$ cat src/rtl/uart_rx_fifo_pkg.sv
// rtl/uart_rx_fifo_pkg.sv - shared UART data/FIFO sizing constants
//
// Purpose: default widths shared by the UART receiver, transmitter and the
//          receive FIFO (data byte width and FIFO address width).
// Contents:
//   UART_DATA_W       width of one UART byte/word
//   UART_FIFO_ADDR_W  log2 of the receive FIFO depth
// Optional feature macro used by importers: UART_FIFO_OVF_EN
package uart_rx_fifo_pkg;

  localparam int UART_DATA_W      = 8;
  localparam int UART_FIFO_ADDR_W = 4;

endpackage

$ cat src/rtl/fifo_ctrl.sv
// rtl/fifo_ctrl.sv - pointer, count and flag control for the UART receive FIFO
//
// Purpose: qualifies push/pop strobes, keeps the write/read pointers and the
//          entry count, and derives empty/full. With UART_FIFO_OVF_EN defined
//          it also holds the sticky overflow flag.
// Ports:
//   clk, reset_n     clock, asynchronous active-low reset
//   wr, rd           raw push / pop strobes
//   ovf_clr          clears overflow (UART_FIFO_OVF_EN only)
//   overflow         sticky dropped-push flag (UART_FIFO_OVF_EN only)
//   w_en             qualified push: write mem[w_addr] this edge
//   w_addr, r_addr   storage write / read pointers
//   empty, full      count == 0 / count == 2**ADDR_W
//   count            stored entries, 0..2**ADDR_W
module fifo_ctrl
  import uart_rx_fifo_pkg::*;
#(
  parameter int ADDR_W = UART_FIFO_ADDR_W
) (
  input  logic              clk,
  input  logic              reset_n,
  input  logic              wr,
  input  logic              rd,
`ifdef UART_FIFO_OVF_EN
  input  logic              ovf_clr,
  output logic              overflow,
`endif
  output logic              w_en,
  output logic [ADDR_W-1:0] w_addr,
  output logic [ADDR_W-1:0] r_addr,
  output logic              empty,
  output logic              full,
  output logic [ADDR_W:0]   count
);

  localparam logic [ADDR_W:0] DEPTH = {1'b1, {ADDR_W{1'b0}}};

  logic [ADDR_W-1:0] w_ptr;
  logic [ADDR_W-1:0] r_ptr;
  logic [ADDR_W:0]   cnt;
  logic              push;
  logic              pop;

  assign empty = (cnt == '0);
  assign full  = (cnt == DEPTH);

  // A push into a full FIFO is accepted only when the head leaves on the
  // same edge; a pop from an empty FIFO is always ignored, so wr&&rd while
  // empty degenerates to a plain push (no bypass).
  assign push = wr && (!full || rd);
  assign pop  = rd && !empty;

  assign w_en   = push;
  assign w_addr = w_ptr;
  assign r_addr = r_ptr;
  assign count  = cnt;

  always_ff @(posedge clk or negedge reset_n) begin
    if (!reset_n) begin
      w_ptr <= '0;
      r_ptr <= '0;
      cnt   <= '0;
    end else begin
      if (push) w_ptr <= w_ptr + 1'b1;
      if (pop)  r_ptr <= r_ptr + 1'b1;
      if (push && !pop)      cnt <= cnt + 1'b1;
      else if (pop && !push) cnt <= cnt - 1'b1;
    end
  end

`ifdef UART_FIFO_OVF_EN
  // Set has priority over clear so a drop coinciding with ovf_clr is kept.
  always_ff @(posedge clk or negedge reset_n) begin
    if (!reset_n) begin
      overflow <= 1'b0;
    end else if (wr && full && !rd) begin
      overflow <= 1'b1;
    end else if (ovf_clr) begin
      overflow <= 1'b0;
    end
  end
`endif

endmodule

$ cat src/rtl/uart_rx_fifo.sv
// rtl/uart_rx_fifo.sv - show-ahead receive byte FIFO behind the UART receiver
//
// Purpose: buffers bytes from the UART receiver (rx_done_tick/dout) until the
//          host pops them; the head byte is always visible on r_data while
//          not empty. Optional macro UART_FIFO_OVF_EN adds a sticky overflow
//          flag with its clear input.
// Ports:
//   clk, reset_n   clock, asynchronous active-low reset
//   wr, w_data     push strobe and byte
//   rd             pop strobe, removes current head
//   r_data         head byte, valid only when empty == 0
//   empty, full    FIFO status flags
//   count          stored entries, 0..2**ADDR_W
//   overflow       sticky dropped-push flag (UART_FIFO_OVF_EN only)
//   ovf_clr        clears overflow (UART_FIFO_OVF_EN only)
module uart_rx_fifo
  import uart_rx_fifo_pkg::*;
#(
  parameter int DATA_W = UART_DATA_W,
  parameter int ADDR_W = UART_FIFO_ADDR_W
) (
  input  logic              clk,
  input  logic              reset_n,
  input  logic              wr,
  input  logic [DATA_W-1:0] w_data,
  input  logic              rd,
  output logic [DATA_W-1:0] r_data,
  output logic              empty,
  output logic              full,
  output logic [ADDR_W:0]   count
`ifdef UART_FIFO_OVF_EN
  ,
  output logic              overflow,
  input  logic              ovf_clr
`endif
);

  localparam int DEPTH = 1 << ADDR_W;

  logic [DATA_W-1:0] mem [DEPTH];
  logic              w_en;
  logic [ADDR_W-1:0] w_addr;
  logic [ADDR_W-1:0] r_addr;

  fifo_ctrl #(
    .ADDR_W (ADDR_W)
  ) u_ctrl (
    .clk      (clk),
    .reset_n  (reset_n),
    .wr       (wr),
    .rd       (rd),
`ifdef UART_FIFO_OVF_EN
    .ovf_clr  (ovf_clr),
    .overflow (overflow),
`endif
    .w_en     (w_en),
    .w_addr   (w_addr),
    .r_addr   (r_addr),
    .empty    (empty),
    .full     (full),
    .count    (count)
  );

  // Storage is intentionally not reset; empty qualifies r_data.
  always_ff @(posedge clk) begin
    if (w_en) mem[w_addr] <= w_data;
  end

  // Combinational read gives show-ahead behaviour.
  assign r_data = mem[r_addr];

endmodule

$ cat config.mk
export PLATFORM = sky130hd
export DESIGN_NAME = uart_rx_fifo
export DESIGN_NICKNAME = d
export VERILOG_FILES = /design/src/rtl/uart_rx_fifo_pkg.sv /design/src/rtl/fifo_ctrl.sv /design/src/rtl/uart_rx_fifo.sv
export SDC_FILE = /design/constraint.sdc
export NUM_CORES = 1
export LEC_CHECK = 0
export CAP_MARGIN = 15
export CORE_ASPECT_RATIO = 2
export CORE_MARGIN = 2
export CORE_UTILIZATION = 50
export CTS_CLUSTER_DIAMETER = 50
export DETAILED_ROUTE_END_ITERATION = 10
export GPL_ROUTABILITY_DRIVEN = 0
export PLACE_DENSITY = 0.68
export RECOVER_POWER = 50
export SLEW_MARGIN = 5
export SYNTH_ARGS = -nofsm -noshare
export SYNTH_HDL_FRONTEND = slang
export SYNTH_SLANG_ARGS = --single-unit
$ cat constraint.sdc
create_clock -name clk -period 2.9 [get_ports clk]
set_input_delay 0.29 -clock clk [delete_from_list [all_inputs] [get_ports clk]]
set_output_delay 0.29 -clock clk [all_outputs]
set_load 0.1 [all_outputs]
==> impl_metrics.yaml <==
clock_network:
  cts_buffer_depth: 2
  cts_htree_levels: 4
  post_cts_buffers: 0
  cts-buffers-inserted: 17
  cts.sinks: 141
  clock-root-buffer: "clkbuf_16"
  cts_tree: "built"
  clk_latency_ns: 0.42
  hold_buffers: 0
  cts.clk_slew.worst_paths_ns: 0.06
finish:
  seqCellArea_mm2: 0.00418
  fillers: 857
  multi_input_area_mm2: 0.00149
  areaGrowthSynthToFinish_pct: 20.1
  antenna_cells: 0
  finalNonFillerCells: 512
  finalNetCount: 379
  layout-drive-gt1-share_pct: 23.0
  final_util_pct: 61.0
critical_path:
  worstPathMaxFanout: 5
  timing.rr.start: "u_ctrl.count[3]$_DFFE_PN0P_"
  r2r_cells: 10
  cp-start-kind: "register"
  path_class: "register to register"
  crit_path_end: "u_ctrl.count[4]$_DFFE_PN0P_"
  crit_buf_inv: 2
  crit_slowest_cell: "or4_4"
  r2r_end: "u_ctrl.count[4]$_DFFE_PN0P_"
  crit_path_start: "u_ctrl.count[3]$_DFFE_PN0P_"
  cp.required_ns: 3.23
  cp-end-kind: "register"
  worstSetupPathDepth: 10
  crit_path_max_incr_delay_ns: 0.59
  cp_data_arrival_time_ns: 3.14
  crit_top_cell: "inv_2"
  cp_cell_sequence: "or4_4 > o21a_4 > inv_2 > ha_2 > inv_2 > fa_2 > a21o_1 > a21oi_2 > mux2i_1 > xnor2_1"
  crit_family: "compound AO/OA/AOI/OAI gates"
  ff2ff_setup_slack_ns: 0.09
timing:
  tightest_slew_ns: 1.21
  report.final.slew_viol_count: 0
  rsz0062_at_grt: "true"
  fmaxAchievable_mhz: 355
  finalSetupViolations: 0
  finalCriticalPeriod_ns: 2.81
  slew_headroom_pct: 19.7
  finalHoldViolations: 0
  fin_skew_ns: 0.00817
  finalSetupTns_ns: 0
  post-route-period-util_pct: 97.0
detailed_routing:
  post_drt_wl_per_cell_um: 22.7
  first_pass_iters: 4
  vias_per_cell: 5.69
  post-route-drc-count: 0
  vias: 2911
  drtAntennaViolNets: 0
  wirelength_um: 11600
  drtIter0Drc: 253
synth:
  synth_cells: 319
  synth_cell_type_count: 31
  synth_area_leaders: "edfxtp_1 67%, mux4_2 6.3%, mux2i_1 5.8%"
  ys_seq_elements: 141
  yosysTopAreaCell: "edfxtp_1"
  yosysSeqAreaShare_pct: 72.7
  synth_area_mm2: 0.00574
  synth_top_area_share_pct: 67.0
  postSynthAreaPerCell_um2: 18.0
  syn_nets: 341
  ys_warn_count: 0
floorplanning:
  io_pins: 27
  floorplan.initialDensity_pct: 50.8
  die_width_um: 79.8
  die_y_um: 156
  core_mm2: 0.0113
  row_count: 55
  die_area_mm2: 0.0124
global_route:
  antenna_found_initial: 0
  top_usage_layer: "met2"
  use_met1_pct: 21.9
  grt_pass1_wl_um: 17900
  grt_pass1_vias: 3170
  overflow: 0
  grtUsageMet2_pct: 38.4
  grt_util_met3_pct: 5.16
  grtUsageTotal_pct: 20.9
  grt_max_degree: 33
min_path:
  hold_path_class: "input port to async pin"
job:
  cap_violations: 0
placed_design:
  post-place-cells: 480
  port_buffers: 26
  hpwl_um: 8240
run_status:
  status: "finished, final reports clean"
## registers in the layout, summed over array words and instances (netlist names)
signal         cells
u_ctrl.r_addr      4
mem              128
u_ctrl.count       5
u_ctrl.w_addr      4
## area by class of cell
class	count	share of cell area, %
clock buffers	21	6.68
clock inverters	11	2.40
inverters	7	0.381
multi-input cells	156	21.7
flip-flops and latches	141	60.7
well taps	142	2.58
repair buffers	34	5.58
## Yosys cell counts, drive strengths merged
master,count
a22oi,8
or4,1
nor3,1
nand3,1
nor2,4
xnor2,9
a221oi,16
nor2b,1
clkbuf,6
nand4,1
fa,1
mux2i,33
a21oi,2
ha,9
o31ai,1
a21o,2
dfrtp,13
mux4,16
o21ai,11
inv,7
nand2,16
and2,17
edfxtp,128
xor2,1
o21a,1
buf,9
nor3b,2
and3,1
mux2,1
## kinds of logic (layout without fill, tap and decap cells)
logic type	count (synthesis)	after routing	share of synthesized area (%)
AND/OR/NAND/NOR	45	45	4.25
adder cells (fa/ha/maj)	10	10	2.31
AO/OA/AOI/OAI	41	41	5.39
flip-flops	141	141	72.7
buffers and inverters	22	73	1.64
multiplexers	50	50	12.2
XOR/XNOR	10	10	1.53
## per-stage QoR
stage          setup slack, ns  hold slack [ns]  instance area [um^2]
3_3_place_gp            0.0910            0.500                  6260
3_5_place_dp           -0.0104            0.522                  6260
2_1_floorplan           0.0261         -0.00559                  5750
4_1_cts                 0.0175            0.271                  6890
5_1_grt                -0.0334            0.367                  6890
6_report                0.0863            0.339                  6890
## worst min path at each step
| stage | start | end | cells after the start |
|---|---|---|---|
| final | reset_n | u_ctrl.count[1]$_DFFE_PN0P_ | 1 |
| after global routing | reset_n | u_ctrl.count[1]$_DFFE_PN0P_ | 1 |
| after CTS | reset_n | u_ctrl.count[1]$_DFFE_PN0P_ | 1 |
| after detailed placement | u_ctrl.count[4]$_DFFE_PN0P_ | u_ctrl.count[4]$_DFFE_PN0P_ | 1 |
| after global placement | u_ctrl.count[4]$_DFFE_PN0P_ | u_ctrl.count[4]$_DFFE_PN0P_ | 1 |
| after floorplan | reset_n | u_ctrl.count[0]$_DFFE_PN0P_ | 0 |
## cell usage in the layout (no fill, tap or decap), types with 11 or more instances in the layout
master / Yosys / layout
mux2i_1: 33 / 33
o21ai_0: 11 / 11
mux4_2: 16 / 16
buf_4: 0 / 11
edfxtp_1: 128 / 128
and2_1: 16 / 16
clkbuf_16: 0 / 17
a221oi_1: 16 / 16
nand2_1: 16 / 16
## layer usage
metal | vias up | part of all wire, %
met1 | 1469 | 34
met5 | - | 0
met4 | 0 | 2.7
met2 | 78 | 60
li1 | 1338 | -
met3 | 26 | 3.9
## timing repair
| action | in CTS | in global routing |
|---|---|---|
| pin swaps | 0 | 2 |
| setup endpoints to repair | 1 | 7 |
| gates resized for setup | 1 | 3 |
Power is left out: the tool's default activity adds up to more than one toggle a clock period on the data nets, which glitch-free logic cannot reach.
